## config.mk

```make
export PLATFORM = sky130hd
export DESIGN_NAME = apb_initiator
export DESIGN_NICKNAME = d
export VERILOG_FILES = /design/src/rtl/apb_initiator.sv
export SDC_FILE = /design/constraint.sdc
export NUM_CORES = 1
export LEC_CHECK = 0
export CORE_ASPECT_RATIO = 0.5
export CORE_MARGIN = 4
export CORE_UTILIZATION = 47
export DETAILED_ROUTE_END_ITERATION = 16
export PLACE_DENSITY = 0.85
export REMOVE_ABC_BUFFERS = 1
export SLEW_MARGIN = 20
export SYNTH_ARGS = -nofsm -noshare
export SYNTH_HDL_FRONTEND = slang
export SYNTH_SLANG_ARGS = --single-unit
export TNS_END_PERCENT = 20
```

## constraint.sdc

```tcl
create_clock -name pclk -period 3.2 [get_ports pclk]
set_input_delay 0.32 -clock pclk [delete_from_list [all_inputs] [get_ports pclk]]
set_output_delay 0.32 -clock pclk [all_outputs]
set_load 0.01 [all_outputs]
```

## src/rtl/apb_initiator.sv

```systemverilog
// Single-outstanding load/store requester for the peripheral bus.
// One SETUP/ACCESS transfer per request, with an optional wait-state timeout.
module apb_initiator #(
  parameter int ADDR_WIDTH = 32,
  parameter int DATA_WIDTH = 32,
  parameter int TIMEOUT    = 255
) (
  input  logic                  pclk,
  input  logic                  presetn,
  input  logic                  req_valid,
  output logic                  req_ready,
  input  logic [ADDR_WIDTH-1:0] req_addr,
  input  logic [DATA_WIDTH-1:0] req_wdata,
  input  logic [3:0]            req_wstb,
  input  logic                  req_write,
  output logic                  rsp_valid,
  input  logic                  rsp_ready,
  output logic [DATA_WIDTH-1:0] rsp_rdata,
  output logic                  rsp_err,
  output logic [ADDR_WIDTH-1:0] paddr,
  output logic [DATA_WIDTH-1:0] pdata,
  input  logic [DATA_WIDTH-1:0] prdata,
  output logic                  psel,
  output logic                  penable,
  output logic                  pwrite,
  output logic [3:0]            pstb,
  input  logic                  pready,
  input  logic                  perr
);

  typedef enum logic [1:0] {IDLE, SETUP, ACCESS, RESP} state_t;

  localparam bit          TIMEOUT_EN   = (TIMEOUT != 0);
  localparam logic [15:0] TIMEOUT_LAST = (TIMEOUT == 0) ? 16'd0 : 16'(TIMEOUT - 1);

  state_t                state_reg, state_next;
  logic                  req_ready_reg, req_ready_next;
  logic                  rsp_valid_reg, rsp_valid_next;
  logic [DATA_WIDTH-1:0] rsp_rdata_reg, rsp_rdata_next;
  logic                  rsp_err_reg, rsp_err_next;
  logic [ADDR_WIDTH-1:0] paddr_reg, paddr_next;
  logic [DATA_WIDTH-1:0] pdata_reg, pdata_next;
  logic                  psel_reg, psel_next;
  logic                  penable_reg, penable_next;
  logic                  pwrite_reg, pwrite_next;
  logic [3:0]            pstb_reg, pstb_next;
  logic [15:0]           wait_cnt_reg, wait_cnt_next;

  always_ff @(posedge pclk or negedge presetn) begin
    if (!presetn) begin
      state_reg     <= IDLE;
      req_ready_reg <= 1'b0;
      rsp_valid_reg <= 1'b0;
      rsp_rdata_reg <= '0;
      rsp_err_reg   <= 1'b0;
      paddr_reg     <= '0;
      pdata_reg     <= '0;
      psel_reg      <= 1'b0;
      penable_reg   <= 1'b0;
      pwrite_reg    <= 1'b0;
      pstb_reg      <= 4'b0000;
      wait_cnt_reg  <= 16'd0;
    end else begin
      state_reg     <= state_next;
      req_ready_reg <= req_ready_next;
      rsp_valid_reg <= rsp_valid_next;
      rsp_rdata_reg <= rsp_rdata_next;
      rsp_err_reg   <= rsp_err_next;
      paddr_reg     <= paddr_next;
      pdata_reg     <= pdata_next;
      psel_reg      <= psel_next;
      penable_reg   <= penable_next;
      pwrite_reg    <= pwrite_next;
      pstb_reg      <= pstb_next;
      wait_cnt_reg  <= wait_cnt_next;
    end
  end

  always_comb begin
    state_next     = state_reg;
    req_ready_next = req_ready_reg;
    rsp_valid_next = rsp_valid_reg;
    rsp_rdata_next = rsp_rdata_reg;
    rsp_err_next   = rsp_err_reg;
    paddr_next     = paddr_reg;
    pdata_next     = pdata_reg;
    psel_next      = psel_reg;
    penable_next   = penable_reg;
    pwrite_next    = pwrite_reg;
    pstb_next      = pstb_reg;
    wait_cnt_next  = wait_cnt_reg;

    case (state_reg)
      IDLE: begin
        // req_ready comes up one edge after reset release, so no request is
        // taken on that first edge.
        if (!req_ready_reg) begin
          req_ready_next = 1'b1;
        end else if (req_valid) begin
          req_ready_next = 1'b0;
          paddr_next     = req_addr;
          pdata_next     = req_wdata;
          pstb_next      = req_write ? req_wstb : 4'b0000;
          pwrite_next    = req_write;
          wait_cnt_next  = 16'd0;
          state_next     = SETUP;
        end
      end
      SETUP: begin
        psel_next    = 1'b1;
        penable_next = 1'b0;
        state_next   = ACCESS;
      end
      ACCESS: begin
        // First cycle here is the bus setup phase; pready only counts once penable is up.
        if (!penable_reg) begin
          penable_next = 1'b1;
        end else if (pready) begin
          psel_next      = 1'b0;
          penable_next   = 1'b0;
          rsp_rdata_next = pwrite_reg ? '0 : prdata;
          rsp_err_next   = perr;
          rsp_valid_next = 1'b1;
          state_next     = RESP;
        end else if (TIMEOUT_EN && (wait_cnt_reg == TIMEOUT_LAST)) begin
          psel_next      = 1'b0;
          penable_next   = 1'b0;
          rsp_rdata_next = '0;
          rsp_err_next   = 1'b1;
          rsp_valid_next = 1'b1;
          state_next     = RESP;
        end else begin
          wait_cnt_next = wait_cnt_reg + 16'd1;
        end
      end
      RESP: begin
        if (rsp_ready) begin
          rsp_valid_next = 1'b0;
          req_ready_next = 1'b1;
          state_next     = IDLE;
        end
      end
      default: state_next = IDLE;
    endcase
  end

  assign req_ready = req_ready_reg;
  assign rsp_valid = rsp_valid_reg;
  assign rsp_rdata = rsp_rdata_reg;
  assign rsp_err   = rsp_err_reg;
  assign paddr     = paddr_reg;
  assign pdata     = pdata_reg;
  assign psel      = psel_reg;
  assign penable   = penable_reg;
  assign pwrite    = pwrite_reg;
  assign pstb      = pstb_reg;

endmodule

```

==> results of run 1 <==
## cells in the mapped netlist, drive strengths merged, types with 2 or more instances
library cell  count  area share, %
dfrtp           124             60
mux2             67             14
a22o             34            5.7
nand2            24            1.7
clkbuf           18            1.3
nand3            13            1.5
inv              11           0.79
o21ai            10           0.96
nand4             7           0.84
nor3              7           0.77
ha                6            1.4
a21oi             5           0.48
and3              5           0.60
buf               5           0.96
o211ai            5           0.72
or4               5           0.87
a31oi             4           0.60
nor2              4           0.29
nand2b            3           0.36
o311ai            3           0.50
a221o             2           0.38
mux2i             2           0.38
nand4b            2           0.34
nor3b             2           0.29
o31a              2           0.34
## cell type report
type                    count  area [sq um]  share of cell area (%)
clock buffers              22           464                    5.79
multi-input cells         232          1960                    24.4
well taps                 140           175                    2.19
repair buffers            218          2180                    27.2
inverters                  11          41.3                   0.515
flip-flops and latches    124          3100                    38.7
clock inverters            10          92.6                    1.16
## worst max-delay path: stages (launching register included)
cell and delay [ns]:
dfrtp_1 0.42, or4b_4 0.61, o41ai_4 0.48, nand3_4 0.38, a22o_1 0.38
## kinds of logic after synthesis
logic type	after synthesis	share of synthesized area, %
AO/OA/AOI/OAI	78	12.3
AND/OR/NAND/NOR	79	8.75
adder cells (fa/ha/maj)	6	1.44
flip-flops	124	59.6
multiplexers	69	14.9
buffers and inverters	34	3.05
## power by group
group / switching, mW / internal [mW] / total [mW]
sequential: 0.369 / 2.23 / 2.59
combinational: 1.27 / 1.84 / 3.11
clock: 0.700 / 1.11 / 1.81
## placed cells by master (no fill, tap or decap), types with 3 or more instances in the layout
master,instances
nor3_1,6
clkinvlp_4,4
a22o_1,34
mux2_2,67
clkbuf_1,3
and3_1,5
ha_1,6
clkinv_2,3
nand2b_1,3
clkbuf_16,17
nand3_1,11
nand2_1,24
nor2_1,3
clkdlybuf4s50_1,211
buf_4,5
nand4_1,7
o21ai_0,10
o211ai_1,5
or4_1,3
a31oi_1,3
inv_1,11
dfrtp_1,124
a21oi_1,5
## routing by layer
layer	vias up	global-route usage (%)	part of all wire [%]
met3	25	4.16	5.3
met4	0	10.5	2.8
li1	1893	-	-
met1	2046	26.4	40
met2	137	39.4	52
met5	-	0	0
## how the worst min path moves through the flow
stage,endpoint,startpoint,depth (start not counted),slack [ns]
final,pstb[2]$_DFFE_PN0P_,req_wstb[2],3,0.48
after CTS,pstb[3]$_DFFE_PN0P_,req_wstb[3],3,0.48
after global placement,psel$_DFFE_PN0P_,presetn,1,0.38
after detailed placement,psel$_DFFE_PN0P_,presetn,1,0.40
after global routing,pstb[2]$_DFFE_PN0P_,req_wstb[2],3,0.50
after floorplan,paddr[0]$_DFFE_PN0P_,presetn,0,0.02
## metrics by stage
stage / TNS (ns) / cell area, sq um / worst slack, ns
after floorplan: -2.06 / 5090 / -0.0317
after global placement: 0 / 7450 / 0.917
after detailed placement: 0 / 7450 / 0.834
after CTS: 0 / 8010 / 0.799
after global routing: 0 / 8010 / 0.714
final: 0 / 8010 / 0.803
## what timing repair did
item                      4_1_cts  5_1_grt
hold endpoints to repair       47        0
gates resized for setup         0        0
hold buffers                    1        0
==> results.yml, run 1 <==
critical_path:
  cp-end-kind: "flip-flop"
  ff2ff_setup_slack_ns: 0.80
  start_kind: "flip-flop"
  r2r_cells: 4
  worstPathMaxFanout: 33
  crit_end: "rsp_rdata[18]$_DFFE_PN0P_"
  crit_type: "reg -> reg"
  r2r-start: "wait_cnt_reg[8]$_DFFE_PN0P_"
  required_ns: 3.48
  regToRegEndpoint: "rsp_rdata[18]$_DFFE_PN0P_"
  startpoint: "wait_cnt_reg[8]$_DFFE_PN0P_"
  arrival_ns: 2.68
die:
  die_x_um: 157
  io_pins: 213
  start_util_pct: 49.5
  rows: 26
  die_area_sq_um: 12900
  dieHeight_um: 82.4
  core_area_sq_um: 10500
synth:
  ys_ff_latch: 124
  syn_inst: 390
  syn_area_sq_um: 5200
  yosysSeqAreaShare_pct: 59.6
  synth_edf_count: 0
  synth.avg_cell_area_sq_um: 13.3
  async_flop_share_pct: 100
  ys_types: 51
  yosysWarnings: 0
  ys.flop_type: "dfrtp_1"
drt:
  drt_first_pass_iters: 6
  post_drt_via_cell_ratio: 5.42
  vias: 4101
  wl_per_cell_um: 19.0
  wl_um: 14400
  drtAntennaViolNets: 0
  drtIter0Drc: 254
  drc: 0
layout:
  drive_gt1_share_pct: 18.2
  fillers: 673
  fin_cells: 757
  fin_nets: 717
  n_antenna_cell: 0
  syn2layout_area_growth_pct: 54.0
  fin_util_pct: 76.3
sta:
  slew_violations: 0
  fin_crit_ns: 2.40
  setup_viol: 0
  holdWs_ns: 0.484
  tightest_slew_ns: 0.832
  skew_ns: 0.0113
  min_period_over_period_pct: 74.9
  hold_viol: 0
  relSlewSlack_pct: 44.5
  rsz0062_at_grt: "no"
  clock.fmax_mhz: 417
clocking:
  h-tree-depth: 4
  post_cts_buffers: 0
  root_buffer: "clkbuf_16"
  cts_buffers: 17
  clock_latency_ns: 0.41
  cts.clk_slew.worst_paths_ns: 0.05
  clk_path_buf_depth: 2
  cts_tree: "yes"
  clkSinkCount: 124
grt:
  grt_pass1_vias: 4260
  grt_antenna_before_repair: 0
  grt_max_degree: 72
  track_usage_pct: 22.1
  grt_pass1_wl_um: 22100
  grt-ovfl-total: 0
placement:
  place_hpwl_um: 10200
  io_buffers: 212
  placed_cells: 724
  place_congestion: 0.787
worst_hold_path:
  hold_class: "in -> reg"
pwr:
  max-vdd-ir-drop_v: 0.000395
  power_density_nw_per_um2: 937
  p_leak_nw: 3.37
  finalPower_mw: 7.51
run_status:
  status: "completed"
job:
  cap_viol_max_count: 0
Note: power is estimated with default switching activity, not from simulation.
==> run 2: changes to the inputs <==
CORE_UTILIZATION = 43   (was 47)
PLACE_DENSITY = 0.79   (was 0.85)
clock period = 2.4 ns   (was 3.2 ns; I/O delays follow)
==> run 2 against run 1 <==
Against the previous run:
- routed wire length is 3.7% lower
- clock power increased by 37%
- setup slack worse by 0.62 ns
- non-clock buffer count up 8
- register-to-register slack got worse by 0.62 ns
- clock skew shrank 0.0010 ns
- sequential cell count did not move
- global-route usage fell by 2.2 points
- combinational power up 35%
- worst hold slack got worse by 0.084 ns
- cell count up 4.4%
==> results.yml, run 2 (synthesis gave the netlist of run 1 again) <==
die:
  dieHeight_um: 85.8
  io_pins: 213
  core_area_sq_um: 11800
  rows: 28
  die_area_sq_um: 14000
  start_util_pct: 44.1
  die_x_um: 164
clocking:
  cts_tree: "yes"
  ctsResizeCount: 0
  h-tree-depth: 4
  post_cts_buffers: 0
  clkSinkCount: 124
  root_buffer: "clkbuf_16"
  cts_buffers: 17
  clock_latency_ns: 0.41
  clk_path_buf_depth: 2
  cts.clk_slew.worst_paths_ns: 0.05
critical_path:
  cp-end-kind: "flip-flop"
  required_ns: 2.69
  worstPathMaxFanout: 33
  crit_type: "reg -> reg"
  arrival_ns: 2.51
  start_kind: "flip-flop"
pwr:
  p_int_mw: 7.01
  p_sw_mw: 3.13
  p_leak_nw: 3.44
  clockPowerShare_pct: 24.5
  power_density_nw_per_um2: 1240
  max-vdd-ir-drop_v: 0.000540
  pwr-share-seq_pct: 34.0
  pwr-share-comb_pct: 41.5
  sw_frac_of_total_pct: 30.9
layout:
  n_antenna_cell: 0
  final_common_cell: "clkdlybuf4s50_1"
  layout_common_cells: "clkdlybuf4s50_1 (211), dfrtp_1 (124), mux2_2 (67)"
  fin_util_pct: 69.1
  syn2layout_area_growth_pct: 56.8
  drive_gt1_share_pct: 19.5
  fin_nets: 725
sta:
  min_period_over_period_pct: 92.4
  rsz0062_at_grt: "no"
  slew_violations: 0
  fin_crit_ns: 2.22
  setup_viol: 0
  hold_viol: 0
  clock.fmax_mhz: 451
  holdWs_ns: 0.400
  skew_ns: 0.0103
  relSlewSlack_pct: 55.0
  tightest_slew_ns: 0.675
drt:
  vias: 4104
  wl_um: 13800
  drtAntennaViolNets: 0
  wl_per_cell_um: 17.5
  drtIter0Drc: 248
  drc: 0
  drt_first_pass_iters: 4
  post_drt_via_cell_ratio: 5.19
grt:
  grt-ovfl-total: 0
  grt_max_degree: 51
  grt_antenna_before_repair: 0
  grt_pass1_vias: 4125
  track_usage_pct: 19.8
  grt_pass1_wl_um: 21700
placement:
  place_congestion: 0.782
  place_hpwl_um: 10000
  io_buffers: 212
worst_hold_path:
  hold_class: "in -> reg"
job:
  cap_viol_max_count: 0
run_status:
  status: "completed"
==> run 2: repair_timing <==
item / 4_1_cts / 5_1_grt
endpoints found under the setup margin: 0 / 0
hold buffers: 1 / 0
hold endpoints to repair: 47 / 0
==> run 2: worst paths after layout <==
check                                                  from                         to  slack [ns]  cells past startpoint
min in group asynchronous                           presetn      paddr[28]$_DFFE_PN0P_        0.42                      2
worst max-delay path            wait_cnt_reg[8]$_DFFE_PN0P_  rsp_rdata[18]$_DFFE_PN0P_        0.18                      5
worst min register to register          pstb[3]$_DFFE_PN0P_        pstb[3]$_DFFE_PN0P_        0.48                      2
max in group asynchronous                           presetn       pdata[8]$_DFFE_PN0P_        1.29                      3
worst min-delay path                            req_wstb[0]        pstb[0]$_DFFE_PN0P_        0.40                      3
worst max register to register  wait_cnt_reg[8]$_DFFE_PN0P_  rsp_rdata[18]$_DFFE_PN0P_        0.18                      5
==> run 2: critical path, stage by stage, from the launching register on <==
cell and delay, ns:
dfrtp_1 0.43, or4b_4 0.61, o41ai_4 0.49, nand3_4 0.12, buf_12 0.19, a22o_1 0.25
==> run 2: through the flow <==
step	setup TNS [ns]	setup slack, ns	cell area, sq um	total power, mW	cells
5_1_grt	0	0.0585	8160	10.7	790
6_report	0	0.182	8160	10.1	790
4_1_cts	0	0.189	8160	10.2	790
3_3_place_gp	0	0.265	7580	7.57	757
2_1_floorplan	-68.80	-0.832	5090	5.31	367
3_5_place_dp	0	0.203	7580	7.71	757
==> run 2: layout make-up <==
| cell class | count | area, sq um |
|---|---|---|
| Tap cell | 165 | 206 |
| Sequential cell | 124 | 3100 |
| Multi-Input combinational cell | 232 | 1960 |
| Fill cell | 819 | 3640 |
| Timing Repair Buffer | 226 | 2280 |
| Clock inverter | 14 | 146 |
| Clock buffer | 18 | 429 |
| Inverter | 11 | 41.3 |
==> run 2: per-layer routing <==
layer | wire length (um) | GRT usage (%) | part of all wire [%] | vias to the layer above
met2 | 7570 | 36.3 | 55 | 113
met1 | 5440 | 23.3 | 39 | 2066
met3 | 620 | 4.66 | 4.5 | 16
met5 | 0 | 0 | 0 | -
li1 | - | - | - | 1909
met4 | 201 | 6.62 | 1.5 | 0
==> run 2: power by group through the flow <==
stage               Clock (mW)  Sequential, mW  Combinational, mW
global placement             0            3.44               4.13
finish                    2.48            3.45               4.20
floorplan                    0            3.83               1.49
CTS                       2.53            3.46               4.26
detailed placement           0            3.48               4.23
global route              2.63            3.58               4.48
==> run 3: changes to the inputs <==
CORE_MARGIN = 1.5   (was 4)
==> run 3 against run 2 <==
Against the previous run:
- maximum frequency fell by 0.25%
- critical path depth did not move
- sequential cell count unchanged
- clock-buffer cell count is 1 higher
- utilization is 0.56 points higher
- worst hold slack got worse by 0.066 ns
- register-to-register slack is essentially flat
- clock skew decreased by 0.0018 ns
- non-clock buffer count stayed put
- sequential share of layout area shrank 0.31 points
- cell count unchanged
- global-route usage up 1.2 points
==> results.yml, run 3 (synthesis gave the netlist of run 1 again) <==
critical_path:
  required_ns: 2.69
  worstPathMaxFanout: 33
  max_stage_delay_ns: 0.61
  crit_chain: "or4b_4, o41ai_4, nand3_4, buf_12, a22o_1"
  cp_top_family: "compound AO/OA/AOI/OAI gates"
  critPathSlowestCell: "or4b_4"
  crit_buf_inv: 1
  startpoint: "wait_cnt_reg[8]$_DFFE_PN0P_"
  ff2ff_setup_slack_ns: 0.18
  start_kind: "flip-flop"
  arrival_ns: 2.51
  cp-end-kind: "flip-flop"
  regToRegEndpoint: "rsp_rdata[0]$_DFFE_PN0P_"
  crit_type: "reg -> reg"
  r2r-start: "wait_cnt_reg[8]$_DFFE_PN0P_"
  r2r_cells: 5
grt:
  grt-ovfl-total: 0
  grt_use_met2_pct: 36.8
  grt_pass1_vias: 4021
  grt_antenna_before_repair: 0
  top_usage_layer: "met2"
  track_usage_pct: 21.0
  grt_max_degree: 41
  grt_pass1_wl_um: 20600
  gr-usage-met3_pct: 6.03
  met1_usage_pct: 25.5
clocking:
  clk_path_buf_depth: 2
  cts_buffers: 17
  post_cts_buffers: 0
  root_buffer: "clkbuf_16"
  ctsResizeCount: 0
  h-tree-depth: 4
  clkSinkCount: 124
  clock_latency_ns: 0.41
  cts_tree: "yes"
  cts.clk_slew.worst_paths_ns: 0.06
layout:
  fillers: 839
  final-seq-area_sq_um: 3100
  layout_common_cells: "clkdlybuf4s50_1 (211), dfrtp_1 (124), mux2_2 (67)"
  fin_nets: 725
  n_antenna_cell: 0
  fin_area_sq_um: 8230
  multi_input_area_sq_um: 1960
  drive_gt1_share_pct: 19.5
  syn2layout_area_growth_pct: 58.1
  final_common_cell: "clkdlybuf4s50_1"
die:
  start_util_pct: 44.1
  die_x_um: 159
  core_area_sq_um: 11800
  dieHeight_um: 80.8
  die_area_sq_um: 12800
  rows: 28
  io_pins: 213
drt:
  wl_um: 13400
  wl_per_cell_um: 17.0
  drt_first_pass_iters: 4
  drtIter0Drc: 245
  drtAntennaViolNets: 0
  vias: 4104
  drc: 0
  post_drt_via_cell_ratio: 5.19
placement:
  postPlaceCellArea_sq_um: 7560
  place_congestion: 0.817
  pre_cts_slack_ns: 0.214
  place_hpwl_um: 9500
  io_buffers: 212
pwr:
  pwr-share-seq_pct: 33.0
  max-vdd-ir-drop_v: 0.000562
  clockPowerShare_pct: 27.0
  sw_frac_of_total_pct: 29.7
  finalPower_mw: 10.5
  p_sw_mw: 3.10
  p_int_mw: 7.36
  p_leak_nw: 3.48
  power_density_nw_per_um2: 1270
  pwr-share-comb_pct: 40.1
sta:
  setup_viol: 0
  setup_tns_ns: 0
  skew_ns: 0.00845
  fin_ws_ns: 0.176
  tightest_slew_ns: 0.526
  relSlewSlack_pct: 64.8
  hold_viol: 0
  rsz0062_at_grt: "no"
  min_period_over_period_pct: 92.7
  holdWs_ns: 0.334
  clock.fmax_mhz: 450
  slew_violations: 0
  fin_crit_ns: 2.22
run_status:
  status: "completed"
worst_hold_path:
  hold_class: "in -> async"
job:
  cap_viol_max_count: 0
## run 3: changes by cell type in the layout (fill, tap and decap cells not counted), sizes merged
cell,previous run,this run
clkinv,8,4
inv,12,14
clkinvlp,3,1
clkbuf,18,19
bufinv,2,5
## run 3: area by class of cell
| cell class | instances | area share (%) |
|---|---|---|
| Clock buffer | 19 | 5.38 |
| Tap cell | 165 | 2.51 |
| Timing Repair Buffer | 226 | 27.5 |
| Multi-Input combinational cell | 232 | 23.8 |
| Sequential cell | 124 | 37.7 |
| Clock inverter | 13 | 2.57 |
| Inverter | 11 | 0.502 |
## run 3: power groups by stage
stage / logic [mW] / registers, mW / clock network [mW]
after floorplan: 1.49 / 3.83 / 0
after global placement: 4.12 / 3.43 / 0
after detailed placement: 4.20 / 3.47 / 0
after CTS: 4.23 / 3.45 / 2.88
after global routing: 4.47 / 3.56 / 2.97
final: 4.19 / 3.45 / 2.82
## run 3: worst max-delay path by stage
| stage | to | slack [ns] | cells past startpoint |
|---|---|---|---|
| global route | wait_cnt_reg[5]$_DFFE_PN0P_ | 0.08 | 8 |
| global placement | rsp_rdata[22]$_DFFE_PN0P_ | 0.27 | 5 |
| finish | rsp_rdata[0]$_DFFE_PN0P_ | 0.18 | 5 |
| CTS | rsp_rdata[31]$_DFFE_PN0P_ | 0.19 | 5 |
| floorplan | paddr[0]$_DFFE_PN0P_ | -0.83 | 4 |
| detailed placement | rsp_rdata[7]$_DFFE_PN0P_ | 0.21 | 5 |
## run 3: metrics by stage
stage / std cells / utilization [%]
2_1_floorplan: 367 / -
3_3_place_gp: 757 / 64.1
3_5_place_dp: 757 / 64.1
4_1_cts: 790 / 69.7
5_1_grt: 790 / 69.7
6_report: 790 / 69.7
## run 3: layer usage
| metal | routed length (um) | vias to the layer above | part of all wire (%) |
|---|---|---|---|
| met5 | 0 | - | 0 |
| met4 | 148 | 0 | 1.1 |
| met3 | 754 | 11 | 5.6 |
| met2 | 7030 | 112 | 52 |
| met1 | 5480 | 2079 | 41 |
| li1 | - | 1902 | - |
## run 3: timing repair
item,in CTS,in global routing
hold buffers,1,0
endpoints found under the setup margin,0,0
hold endpoints to repair,32,0
==> edit, RTL diff (flow settings as in run 3) <==
The parameter `TIMEOUT` goes from 255 to 128.
--- a/src/rtl/apb_initiator.sv
+++ b/src/rtl/apb_initiator.sv
@@ -4,5 +4,5 @@
   parameter int ADDR_WIDTH = 32,
   parameter int DATA_WIDTH = 32,
-  parameter int TIMEOUT    = 255
+  parameter int TIMEOUT    = 128
 ) (
   input  logic                  pclk,
Formal check against the unedited RTL: no difference found for any inputs over 4 cycles, from zero or initial values and one cycle with presetn low; that may be too few to reach the edited logic, so the function may still have changed.
==> edit against run 3 <==
Design area rose by 0.32%; total power rose by 1.6%; sequential cell count did not move; count of clock-buffer cells in the layout did not move; sequential power rose by 3%; worst setup slack got worse by 0.0083 ns; fmax fell by 0.37%; routed wire length rose by 2.0%; combinational power rose by 5.3%; synthesized area rose by 1.3%; first-iteration DRC count fell by 21%; utilization fell by 0.19 points; synthesized cell count rose by 16%; final cell count rose by 7.3%; critical path type unchanged; largest cell class unchanged.
==> edit: results (changes against run 3) <==
- DP Cell Count: 815 (was 757)
- Path category of the worst min-delay check: input port to register (was input port to async pin)
- Clock tree skew after final layout: 0.009528 ns (was 0.008449 ns)
- Maximum VDD drop: 0.0004959 V (was 0.0005624 V)
- Critical Path AT: 2.58 ns (was 2.51 ns)
- Vias: 4279 (was 4104)
- GR Util All Layers: 21.15% (was 21.02%)
- First-pass DRT Iterations: 5 (was 4)
- Post-synthesis sequential area ratio: 58.85% (was 59.62%)
- Final std cells w/o fill: 848 (was 790)
- Largest net degree at the start of global routing: 67 (was 41)
- Post-Synthesis Cells: 453 (was 390)
- Worst R2R Start: state_reg[1] (was wait_cnt_reg[8])
- Routability cong.: 0.8561 (was 0.8173)
- Netlist cell types: 49 (was 51)
- Wirelength per Cell: 16.13 um (was 16.98 um)
- Synth top area cells: dfrtp_1 59%, mux2_2 14%, nand2_1 6.8% (was dfrtp_1 60%, mux2_2 14%, a22o_1 5.7%)
- First-pass GRT wire length: 21340 um (was 20600 um)
- Status: complete, no violations (unchanged)
- Fillcell total: 853 (was 839)
- Nets: 783 (was 725)
- Slew @ Worst Pin: 0.6630 ns (was 0.5258 ns)
- Proportion of layout cells with a drive suffix above 1: 18.16% (was 19.52%)
- Dpl hpwl: 9636 um (was 9502 um)
- Top cells by count, synth: 124 x dfrtp_1, 96 x nand2_1, 65 x mux2_2 (was 124 x dfrtp_1, 67 x mux2_2, 34 x a22o_1)
edit: cell count changes after synthesis, moves of 5 or more:
cell | run 3 | this run
buf_2 | 1 | 13
clkbuf_1 | 18 | 10
nor2_1 | 4 | 12
mux2i_1 | 2 | 10
and3_1 | 5 | 0
o21ai_1 | 0 | 37
nand2_1 | 24 | 96
a22o_1 | 34 | 2
edit: area by class of cell:
| cell class | instances | area [um2] | share of cell area, % |
|---|---|---|---|
| clock buffers | 19 | 442.9 | 5.366 |
| clock inverters | 12 | 171.4 | 2.077 |
| inverters | 7 | 26.28 | 0.3183 |
| multi-input cells | 296 | 2027 | 24.56 |
| flip-flops and latches | 124 | 3103 | 37.59 |
| well taps | 165 | 206.4 | 2.501 |
| repair buffers | 225 | 2277 | 27.59 |
edit: where the power goes:
group	internal [mW]	total [mW]	leakage, nW	switching, mW
Sequential	3.03	3.56	1.54	0.539
Combinational	2.54	4.41	1.66	1.87
Clock	1.75	2.65	0.295	0.904
edit: critical path: stages, from the launching register on:
cell and delay (ns):
dfrtp_1 0.41, inv_1 0.13, ha_1 0.29, mux2i_1 0.16, nor2_1 0.48, o31ai_1 0.19
or4_1 0.42, nand3_1 0.09
edit: logic make-up (layout without fill, tap and decap cells):
kind of cell               after synthesis  count (layout)  share of synthesized area (%)
AOI/OAI and AO/OA                       72              72                          7.997
and+or+nand+nor                        143             143                          13.00
buffers and inverters                   33             263                          3.014
muxes                                   75              75                          15.78
xor gates and xnor gates                 1               1                         0.1661
adders and majority gates                5               5                          1.187
DFF                                    124             124                          58.85
edit: repair_timing:
action | 4_1_cts | 5_1_grt
hold buffers | 1 | 0
endpoints found under the setup margin | 0 | 1
endpoints found under the hold margin | 48 | 0
resized for setup | 0 | 1
edit: worst paths after layout:
path                                     to  slack (ns)  cells past startpoint
setup reg to reg           wait_cnt_reg[14]        0.17                      7
min in group asynchronous         paddr[25]        0.41                      2
max in group asynchronous          pdata[5]        1.22                      3
hold reg to reg                     pstb[1]        0.48                      2
hold / removal                rsp_rdata[20]        0.36                      3
setup / recovery           wait_cnt_reg[14]        0.17                      7
edit: layer usage:
metal	vias to the layer above	part of all wire, %	routed length (um)	track usage, %
met2	123	54	7323	38.86
met3	22	3.8	521	3.984
met1	2118	41	5589	25.01
met5	-	0	0	0
met4	0	1.8	244	8.774
li1	2016	-	-	-
edit: metrics by stage:
stage          utilization, %  hold WS [ns]  total power, mW  instance area [um2]  setup WS (ns)
5_1_grt                 69.50        0.3685            11.22                 8254        0.05191
3_3_place_gp            64.01        0.3107            7.814                 7602         0.2185
6_report                69.50        0.3646            10.63                 8254         0.1678
4_1_cts                 69.27        0.3520            10.69                 8227         0.1095
2_1_floorplan               -      -0.05559            5.483                 5140        -0.8317
3_5_place_dp            64.01        0.3086            7.978                 7602         0.1229
